==> src/rtl/dedup_serializer.sv <==
// Serializes one captured frame of unique/duplicate slot arrays into a stream:
// non-empty unique slots first, then non-empty duplicate slots, one slot per cycle.
module dedup_serializer #(
  parameter int N     = 8,
  parameter int WIDTH = 8
) (
  input  logic                      clk,
  input  logic                      rst,
  input  logic                      in_valid,
  output logic                      in_ready,
  input  logic [N-1:0][WIDTH-1:0]   unique_arr,
  input  logic [N-1:0][WIDTH-1:0]   duplicates_arr,
  output logic                      out_valid,
  input  logic                      out_ready,
  output logic [WIDTH-1:0]          out_data,
  output logic                      out_dup,
  output logic                      out_last,
  output logic                      frame_done,
  output logic [$clog2(N+1)-1:0]    unique_cnt,
  output logic [$clog2(N+1)-1:0]    dup_cnt
);

  localparam int IW = (N > 1) ? $clog2(N) : 1;
  localparam int CW = $clog2(N+1);
  localparam logic [IW-1:0] LAST_IDX = IW'(N-1);

  typedef enum logic [1:0] {IDLE, SCAN_U, SCAN_D, DONE} state_t;

  // Handshakes: a transfer happens on a rising edge where valid and ready are
  // both high; valid-side signals never depend combinationally on ready.
  state_t                   state;
  logic [IW-1:0]            idx;
  logic [N-1:0][WIDTH-1:0]  u_q;
  logic [N-1:0][WIDTH-1:0]  d_q;

  logic [WIDTH-1:0] slot;
  logic             slot_nz;
  logic             rest_u;
  logic             rest_d;
  logic             any_d;
  logic             advance;

  // Everything below is decoded from registered state and captured data.
  always_comb begin
    slot   = '0;
    rest_u = 1'b0;
    rest_d = 1'b0;
    any_d  = 1'b0;
    if (state == SCAN_U)      slot = u_q[idx];
    else if (state == SCAN_D) slot = d_q[idx];
    for (int j = 0; j < N; j++) begin
      if (d_q[j] != '0) begin
        any_d = 1'b1;
        if (j > int'(idx)) rest_d = 1'b1;
      end
      if (u_q[j] != '0 && j > int'(idx)) rest_u = 1'b1;
    end
  end

  assign slot_nz    = (slot != '0);
  assign advance    = !slot_nz || out_ready;
  assign out_valid  = slot_nz;
  assign out_data   = slot;
  assign out_dup    = slot_nz && (state == SCAN_D);
  assign out_last   = slot_nz && ((state == SCAN_U) ? !(rest_u || any_d) : !rest_d);
  assign in_ready   = (state == IDLE);
  assign frame_done = (state == DONE);

  always_ff @(posedge clk) begin
    if (rst) begin
      state      <= IDLE;
      idx        <= '0;
      u_q        <= '0;
      d_q        <= '0;
      unique_cnt <= '0;
      dup_cnt    <= '0;
    end else begin
      case (state)
        IDLE: begin
          if (in_valid) begin
            u_q        <= unique_arr;
            d_q        <= duplicates_arr;
            unique_cnt <= '0;
            dup_cnt    <= '0;
            idx        <= '0;
            state      <= SCAN_U;
          end
        end
        SCAN_U: begin
          if (advance) begin
            if (slot_nz) unique_cnt <= unique_cnt + CW'(1);
            if (idx == LAST_IDX) begin
              idx   <= '0;
              state <= SCAN_D;
            end else begin
              idx <= idx + IW'(1);
            end
          end
        end
        SCAN_D: begin
          if (advance) begin
            if (slot_nz) dup_cnt <= dup_cnt + CW'(1);
            if (idx == LAST_IDX) begin
              idx   <= '0;
              state <= DONE;
            end else begin
              idx <= idx + IW'(1);
            end
          end
        end
        DONE:    state <= IDLE;
        default: state <= IDLE;
      endcase
    end
  end

endmodule

==> config.mk <==
export PLATFORM = sky130hd
export DESIGN_NAME = dedup_serializer
export DESIGN_NICKNAME = d
export VERILOG_FILES = /design/src/rtl/dedup_serializer.sv
export SDC_FILE = /design/constraint.sdc
export NUM_CORES = 1
export LEC_CHECK = 0
export BUFFER_PORTS_ARGS = -buffer_cell sky130_fd_sc_hd__buf_2
export CORE_AREA = 2 2 120 122
export CTS_CLUSTER_SIZE = 24
export DETAILED_ROUTE_END_ITERATION = 8
export DIE_AREA = 0 0 122 124
export GPL_ROUTABILITY_DRIVEN = 0
export HOLD_SLACK_MARGIN = 0.08
export PLACE_DENSITY_LB_ADDON = 0.3
export RECOVER_POWER = 100
export SLEW_MARGIN = 30
export SYNTH_ARGS = -nofsm -noshare
export SYNTH_HDL_FRONTEND = slang
export SYNTH_SLANG_ARGS = --single-unit
==> constraint.sdc <==
create_clock -name clk -period 2.94 [get_ports clk]
set_clock_uncertainty 0.05 [all_clocks]
set_input_delay 0.441 -clock clk [delete_from_list [all_inputs] [get_ports clk]]
set_output_delay 0.441 -clock clk [all_outputs]
set_load 0.1 [all_outputs]
==> impl_metrics.ini, run 1 <==
[status]
status = finished with violations
violations = setup timing

[route]
drc = 0
drt.antenna.violating_nets = 0
wl_mm = 21.5
first_pass_iters = 8
wl_per_cell_um = 17.6
first_iter_violations = 684
vias = 6930
routed_via_density = 5.68

[grt]
grt_antenna_before_repair = 0
grt_util_met1_pct = 39.2
grt_pass1_vias = 6474
grt_use_met2_pct = 42.9
use_met3_pct = 7.42
busiest_layer = met2
grt.total_usage_pct = 28.2
grt_pass1_wl_mm = 32.7
grt_max_degree = 65
overflow = 0

[timing]
maxSlewHeadroom_pct = 16.0
worst_pin_slew_ns = 1.26
drv_slew = 0
fin_ws_ns = -0.719
max_freq_mhz = 273
finalSetupTns_ns = -3.70
min_period_ns = 3.66
fin_crit_sh_pct = 124
hold_slack_ns = 0.203
rsz0062_at_grt = true
setup_violations = 16
final-hold-violation-count = 0

[final_layout]
regArea_sq_mm = 0.00283
final_util_pct = 66.7
drive_gt1_share_pct = 32.9
n_antenna_cell = 0
area_delta_synth_final_pct = 36.5
stdcell_count = 1221
nFillCells = 1134
stdcell_area_sq_mm = 0.00915
multi_input_area_sq_mm = 0.00376
nets = 1170

[synth]
yosys_warnings = 0
synth_ff_type = dfxtp_1
synth_edf_count = 0
synth_area_sq_mm = 0.00671
synth.net_count = 958
synth_top_area_cell = dfxtp_1
synthCells = 817
synthArstFlopShare_pct = 0
synth_cell_types = 52
synth-seq-area-share_pct = 42.1
synth-seq-cells = 141
synth_most_common_cell = nand2_1
avgSynthCellArea_sq_um = 8.21
yosysTopAreaCellShare_pct = 42.1
ys_top_cells_by_area = dfxtp_1 42%, nand2_1 16%, a21oi_1 11%
synth_top_cells_by_count = 280 x nand2_1, 141 x a21oi_1, 141 x dfxtp_1

[power_and_ir_drop]
ir_drop_v = 0.000489
switching_share_pct = 38.9
power.clock.fraction_pct = 26.3
power_switching_uw = 3170
power_density_mw_per_mm2 = 892
p_seq_share_pct = 31.9
p_comb_share_pct = 41.8
p_leak_uw = 0.00380
p_int_uw = 4990

[clock_network]
htreeDepth = 4
cts.sinks = 141
clock_path_buffers = 2
numCtsBuffers = 17
clk_pin_slew_ns = 0.06
clkLatencyLatePin_ns = 0.42
cts-root-buf = clkbuf_16
cts_tree = yes

[hold_path]
hold-path-cell-count = 3
min_path_type = input port to flop
min_to = d_q[62]
min_from = duplicates_arr[62]

[die]
die_y_um = 124
initial_core_util_pct = 48.9
coreArea_sq_mm = 0.0137
rows = 43
ios = 153
die-area_sq_mm = 0.0151
die_width_um = 122

[worst_setup_path]
reg2regPathDepth = 9
cp-start-kind = flop
crit_arrival_ns = 3.17
end_kind = output port
regToRegEndpoint = dup_cnt[2]
regToRegStartpoint = idx[0]
critPathKind = flop to output port
required_ns = 2.45
crit_path_start = idx[0]
ff2ff_setup_slack_ns = -0.21
cp_max_fo = 6

[placement]
hpwl_mm = 15.4
place_inst = 1173
place_area_sq_mm = 0.00820
portBuffers = 152

[run]
maxCapViolCount = 0
==> power groups by stage <==
stage / combinational (uW) / clock, uW / sequential (uW)
2_1_floorplan: 2100 / 0 / 2470
5_1_grt: 3680 / 2250 / 2620
6_report: 3410 / 2150 / 2600
4_1_cts: 3260 / 2150 / 2580
3_3_place_gp: 2970 / 0 / 2600
3_5_place_dp: 3010 / 0 / 2610
==> layer usage <==
layer	routed length, um	vias up
met2	9500	379
li1	-	3282
met3	2100	54
met4	551	0
met5	0	-
met1	9330	3215
==> cells in the final DEF, fill, tap and decap left out, types with 11 or more instances in the layout <==
master     synthesis  layout
buf_2              3     130
dfxtp_1          141     139
mux4_2            22      26
buf_4              1      86
mux2i_1           17      12
nor4_1            29      29
o21ai_0           18      11
a21oi_1          141     137
nand2_1          280     277
clkbuf_16          0      17
nor2_1            12      12
buf_12             0      11
==> sequential cells by signal (all words and copies together) (netlist names) <==
signal,flops
d_q,64
u_q,64
dup_cnt,4
unique_cnt,4
idx,3
state,2
==> worst max-delay path by stage <==
stage / slack [ns] / end
2_1_floorplan: -0.58 / out_last
5_1_grt: -0.77 / out_last
3_5_place_dp: -0.49 / out_last
4_1_cts: -0.71 / out_last
6_report: -0.72 / out_last
3_3_place_gp: -0.47 / out_last
==> critical path: stages, from the launching register on <==
cell,delay [ns]
dfxtp_4,0.40
mux4_2,0.52
mux2_4,0.30
a22o_4,0.25
or4_4,0.52
or3_4,0.38
a21boi_4,0.17
buf_12,0.19
==> stage by stage <==
stage | power, uW | setup WS [ns]
2_1_floorplan | 4570 | -0.583
3_3_place_gp | 5580 | -0.465
3_5_place_dp | 5620 | -0.488
4_1_cts | 7990 | -0.709
5_1_grt | 8550 | -0.769
6_report | 8170 | -0.719
==> kinds of logic after synthesis <==
| kind of cell | share of synthesized area [%] |
|---|---|
| compound gates | 16.2 |
| fa+ha+maj | 1.68 |
| buf+inv | 4.25 |
| flops | 42.1 |
| mux | 13.3 |
| simple gates | 22.5 |
==> layout make-up <==
cell class,instances,share of cell area (%)
clock inverters,9,1.22
well taps,180,2.46
multi-input cells,608,41.1
repair buffers,251,18.6
inverters,10,0.410
flip-flops and latches,141,30.9
clock buffers,22,5.29
==> what timing repair did <==
| item | CTS | global route |
|---|---|---|
| hold buffers | 0 | 0 |
| pin swaps | 8 | 4 |
| hold endpoints to repair | 0 | 0 |
| setup buffers | 5 | 12 |
| endpoints found under the setup margin | 20 | 21 |
| gates resized for setup | 38 | 30 |
Power figures use the tool's default switching activity.
==> inputs of run 2 (changes only) <==
--- a/constraint.sdc
+++ b/constraint.sdc
@@ -4,2 +4,2 @@
 set_output_delay 0.441 -clock clk [all_outputs]
-set_load 0.1 [all_outputs]
+set_load 0.01 [all_outputs]
==> impl_metrics.ini, run 2 (synthesized netlist as in run 1, its figures left out) <==
[worst_setup_path]
crit_arrival_ns = 3.10
ff2ff_setup_slack_ns = -0.13
cp_max_fo = 6
end_kind = output port
cp-start-kind = flop
critPathKind = flop to output port
crit_chain = mux4_2 -> mux2_4 -> a22o_1 -> or4_4 -> or3_4 -> a21boi_4 -> buf_2
path_delay_family = simple AND/OR/NAND/NOR gates
crit_buf_inv = 1
cpPeakStageDelay_ns = 0.52
required_ns = 2.45
slowest_stage = or4_4

[clock_network]
numCtsBuffers = 17
htreeDepth = 4
cts_tree = yes
clk_pin_slew_ns = 0.06
cts.sinks = 141
cts-root-buf = clkbuf_16
clock_path_buffers = 2
clkLatencyLatePin_ns = 0.43

[final_layout]
area_delta_synth_final_pct = 29.4
nFillCells = 1239
regArea_sq_mm = 0.00283
stdcell_count = 1187
drive_gt1_share_pct = 29.1
n_antenna_cell = 0
nets = 1136
final_cell_mix = 279 x nand2_1, 140 x buf_2, 139 x dfxtp_1
final_common_cell = nand2_1
multi_input_area_sq_mm = 0.00369
largest_registers = d_q (64), u_q (64)

[placement]
place_inst = 1148
pre_cts_ws_ns = -0.325
portBuffers = 152
hpwl_mm = 15.0

[grt]
overflow = 0
grt.total_usage_pct = 27.1
grt_pass1_wl_mm = 31.0
grt_max_degree = 88
grt_pass1_vias = 6081
grt_util_met1_pct = 38.7
grt_use_met2_pct = 39.7
use_met3_pct = 6.41
grt_antenna_before_repair = 0
busiest_layer = met2

[route]
vias = 6616
wl_mm = 20.1
first_pass_iters = 5
drt.antenna.violating_nets = 0
wl_per_cell_um = 16.9
first_iter_violations = 616
drc = 0
routed_via_density = 5.57

[power_and_ir_drop]
ir_drop_v = 0.000495
p_leak_uw = 0.00359
power_density_mw_per_mm2 = 865

[die]
die-area_sq_mm = 0.0151
die_width_um = 122
coreArea_sq_mm = 0.0137
initial_core_util_pct = 48.9
ios = 153
rows = 43
die_y_um = 124

[status]
violations = setup timing
status = finished with violations

[run]
maxCapViolCount = 0

[timing]
fin_crit_sh_pct = 122
rsz0062_at_grt = true
fin_ws_ns = -0.655
max_freq_mhz = 278
maxSlewHeadroom_pct = 5.58
final-hold-violation-count = 0
min_period_ns = 3.60
drv_slew = 0
hold_slack_ns = 0.193
setup_violations = 15
worst_pin_slew_ns = 1.42

[hold_path]
min_path_type = input port to flop
## run 2: per-layer routing
metal,routed length (um),vias up
li1,-,3226
met2,8720,310
met4,460,0
met3,1800,36
met1,9130,3044
met5,0,-
## run 2: worst register-to-register path, stage by stage (launching register included)
cell,delay [ns]
dfxtp_4,0.40
mux4_2,0.51
mux2_4,0.29
a22o_1,0.25
or4_4,0.52
buf_4,0.18
o31a_4,0.39
o211ai_1,0.22
mux2i_1,0.19
## run 2: area by class of cell
class	instances	share of cell area, %
well taps	180	2.60
flip-flops and latches	141	32.6
multi-input cells	608	42.6
clock buffers	19	5.11
repair buffers	217	14.9
clock inverters	12	1.86
inverters	10	0.433
## run 2: where the power goes
| part | switching (uW) | total, uW | internal, uW | leakage [uW] |
|---|---|---|---|---|
| Clock | 835 | 2190 | 1360 | 0.000286 |
| Combinational | 1530 | 2710 | 1180 | 0.00214 |
| Sequential | 351 | 2600 | 2250 | 0.00116 |
| Total | 2720 | 7510 | 4790 | 0.00359 |
## run 2: repair_timing
| item | CTS | global route |
|---|---|---|
| endpoints found under the setup margin | 16 | 22 |
| hold buffers | 0 | 0 |
| setup buffers | 6 | 3 |
| pin swaps | 15 | 6 |
| gates resized for setup | 25 | 5 |
## run 2: metrics by stage
stage | utilization, % | TNS, ns | area [sq um] | power (uW)
3_5_place_dp | 57.7 | -1.75 | 7910 | 5090
4_1_cts | 63.2 | -3.06 | 8670 | 7460
3_3_place_gp | 57.7 | -1.09 | 7910 | 5040
5_1_grt | 63.2 | -8.72 | 8670 | 7920
6_report | 63.2 | -2.82 | 8670 | 7510
2_1_floorplan | - | -0.309 | 6690 | 4170
## run 2: worst paths after layout
path | start | end | cells past startpoint
worst max-delay path | idx[0] | out_last | 7
worst min-delay path | rst | u_q[3] | 2
worst max register to register | idx[0] | unique_cnt[2] | 8
worst min register to register | u_q[5] | u_q[5] | 2
==> inputs of run 3 (changes only) <==
Settings changed: RECOVER_POWER 100 to default.
==> impl_metrics.ini, run 3 (synthesized netlist as in run 1, its figures left out) <==
[final_layout]
nets = 1136
final_cell_mix = 279 x nand2_1, 150 x buf_2, 139 x dfxtp_1
area_delta_synth_final_pct = 29.8
drive_gt1_share_pct = 30.2
largest_registers = d_q (64), u_q (64)
final_common_cell = nand2_1
n_antenna_cell = 0

[die]
die-area_sq_mm = 0.0151
die_width_um = 122
die_y_um = 124
rows = 43
coreArea_sq_mm = 0.0137
ios = 153
initial_core_util_pct = 48.9

[placement]
hpwl_mm = 15.0
portBuffers = 152

[power_and_ir_drop]
p_leak_uw = 0.00364
power_density_mw_per_mm2 = 865
ir_drop_v = 0.000495

[worst_setup_path]
critPathKind = flop to output port
end_kind = output port
required_ns = 2.45
crit_arrival_ns = 3.10
cp_max_fo = 6
cp-start-kind = flop

[timing]
min_period_ns = 3.59
hold_slack_ns = 0.192
fin_crit_sh_pct = 122
worst_pin_slew_ns = 0.890
rsz0062_at_grt = true
final-hold-violation-count = 0
maxSlewHeadroom_pct = 40.7
max_freq_mhz = 278
fin_ws_ns = -0.654
setup_violations = 15
finalSetupTns_ns = -2.80
drv_slew = 0

[clock_network]
cts.sinks = 141
htreeDepth = 4
hold_buffers = 0
numCtsBuffers = 17
clk_pin_slew_ns = 0.06
cts-root-buf = clkbuf_16
cts_tree = yes
clock_path_buffers = 2
clkLatencyLatePin_ns = 0.43

[grt]
grt_pass1_vias = 6081
grt.total_usage_pct = 27.1
grt_antenna_before_repair = 0
grt_max_degree = 88
grt_pass1_wl_mm = 31.0
overflow = 0

[route]
top_layer = met4
met2_wirelength_mm = 8.71
first_pass_iters = 7
drt.antenna.violating_nets = 0
first_iter_violations = 556
drc = 0
wl_per_cell_um = 17.0
vias = 6613
routed_via_density = 5.57
wl_met3_mm = 1.76
wl_met1_mm = 9.21
wl_mm = 20.1

[hold_path]
min_path_type = input port to flop

[status]
violations = setup timing
status = finished with violations

[run]
maxCapViolCount = 0
[run 3: cell types whose count changed in the layout (fill, tap and decap cells not counted), sizes merged]
cell    before  now
buf        207  217
clkbuf      29   19
[run 3: path summary, 6_finish.rpt]
path / start / to / slack (ns) / cells past startpoint
setup / recovery: idx[0] / out_last / -0.65 / 7
hold / removal: rst / u_q[3] / 0.19 / 2
setup reg to reg: idx[0] / unique_cnt[2] / -0.13 / 8
hold reg to reg: u_q[5] / u_q[5] / 0.42 / 2
[run 3: worst max-delay path, stage by stage (launching register included)]
cell      delay, ns
dfxtp_4        0.40
mux4_2         0.51
mux2_4         0.29
a22o_1         0.25
or4_4          0.52
or3_4          0.38
a21boi_4       0.16
buf_2          0.16
[run 3: routing by layer]
metal	up-vias	track usage (%)
met5	-	0
met4	0	10.7
met3	36	6.41
met2	303	39.7
met1	3050	38.7
li1	3224	-
[run 3: final cells by class]
cell class | instances | area [sq um]
timing repair buffer | 217 | 1310
sequential | 141 | 2830
fill | 1226 | 5020
tap | 180 | 225
multi-input combinational | 608 | 3690
clock buffer | 19 | 443
clock inverter | 12 | 161
inverter | 10 | 37.5
[run 3: through the flow]
step	cell area (sq um)	utilization, %	cells	setup slack, ns	power, uW
2_1_floorplan	6690	-	817	-0.156	4170
3_3_place_gp	7910	57.7	1148	-0.283	5040
3_5_place_dp	7910	57.7	1148	-0.325	5090
4_1_cts	8670	63.2	1185	-0.649	7460
5_1_grt	8700	63.4	1187	-0.705	7940
6_report	8700	63.4	1187	-0.654	7530
[run 3: power breakdown]
part | switching [uW] | internal (uW) | total, uW | leakage (uW)
registers | 352 | 2250 | 2600 | 0.00116
logic | 1530 | 1190 | 2730 | 0.00219
clock network | 838 | 1360 | 2200 | 0.000286
total | 2720 | 4800 | 7530 | 0.00364
[run 3: timing repair]
| item | 4_1_cts | 5_1_grt |
|---|---|---|
| setup buffers | 6 | 3 |
| endpoints found under the hold margin | 0 | 0 |
| pin swaps | 15 | 6 |
| setup endpoints to repair | 16 | 22 |
| gates resized for setup | 25 | 5 |
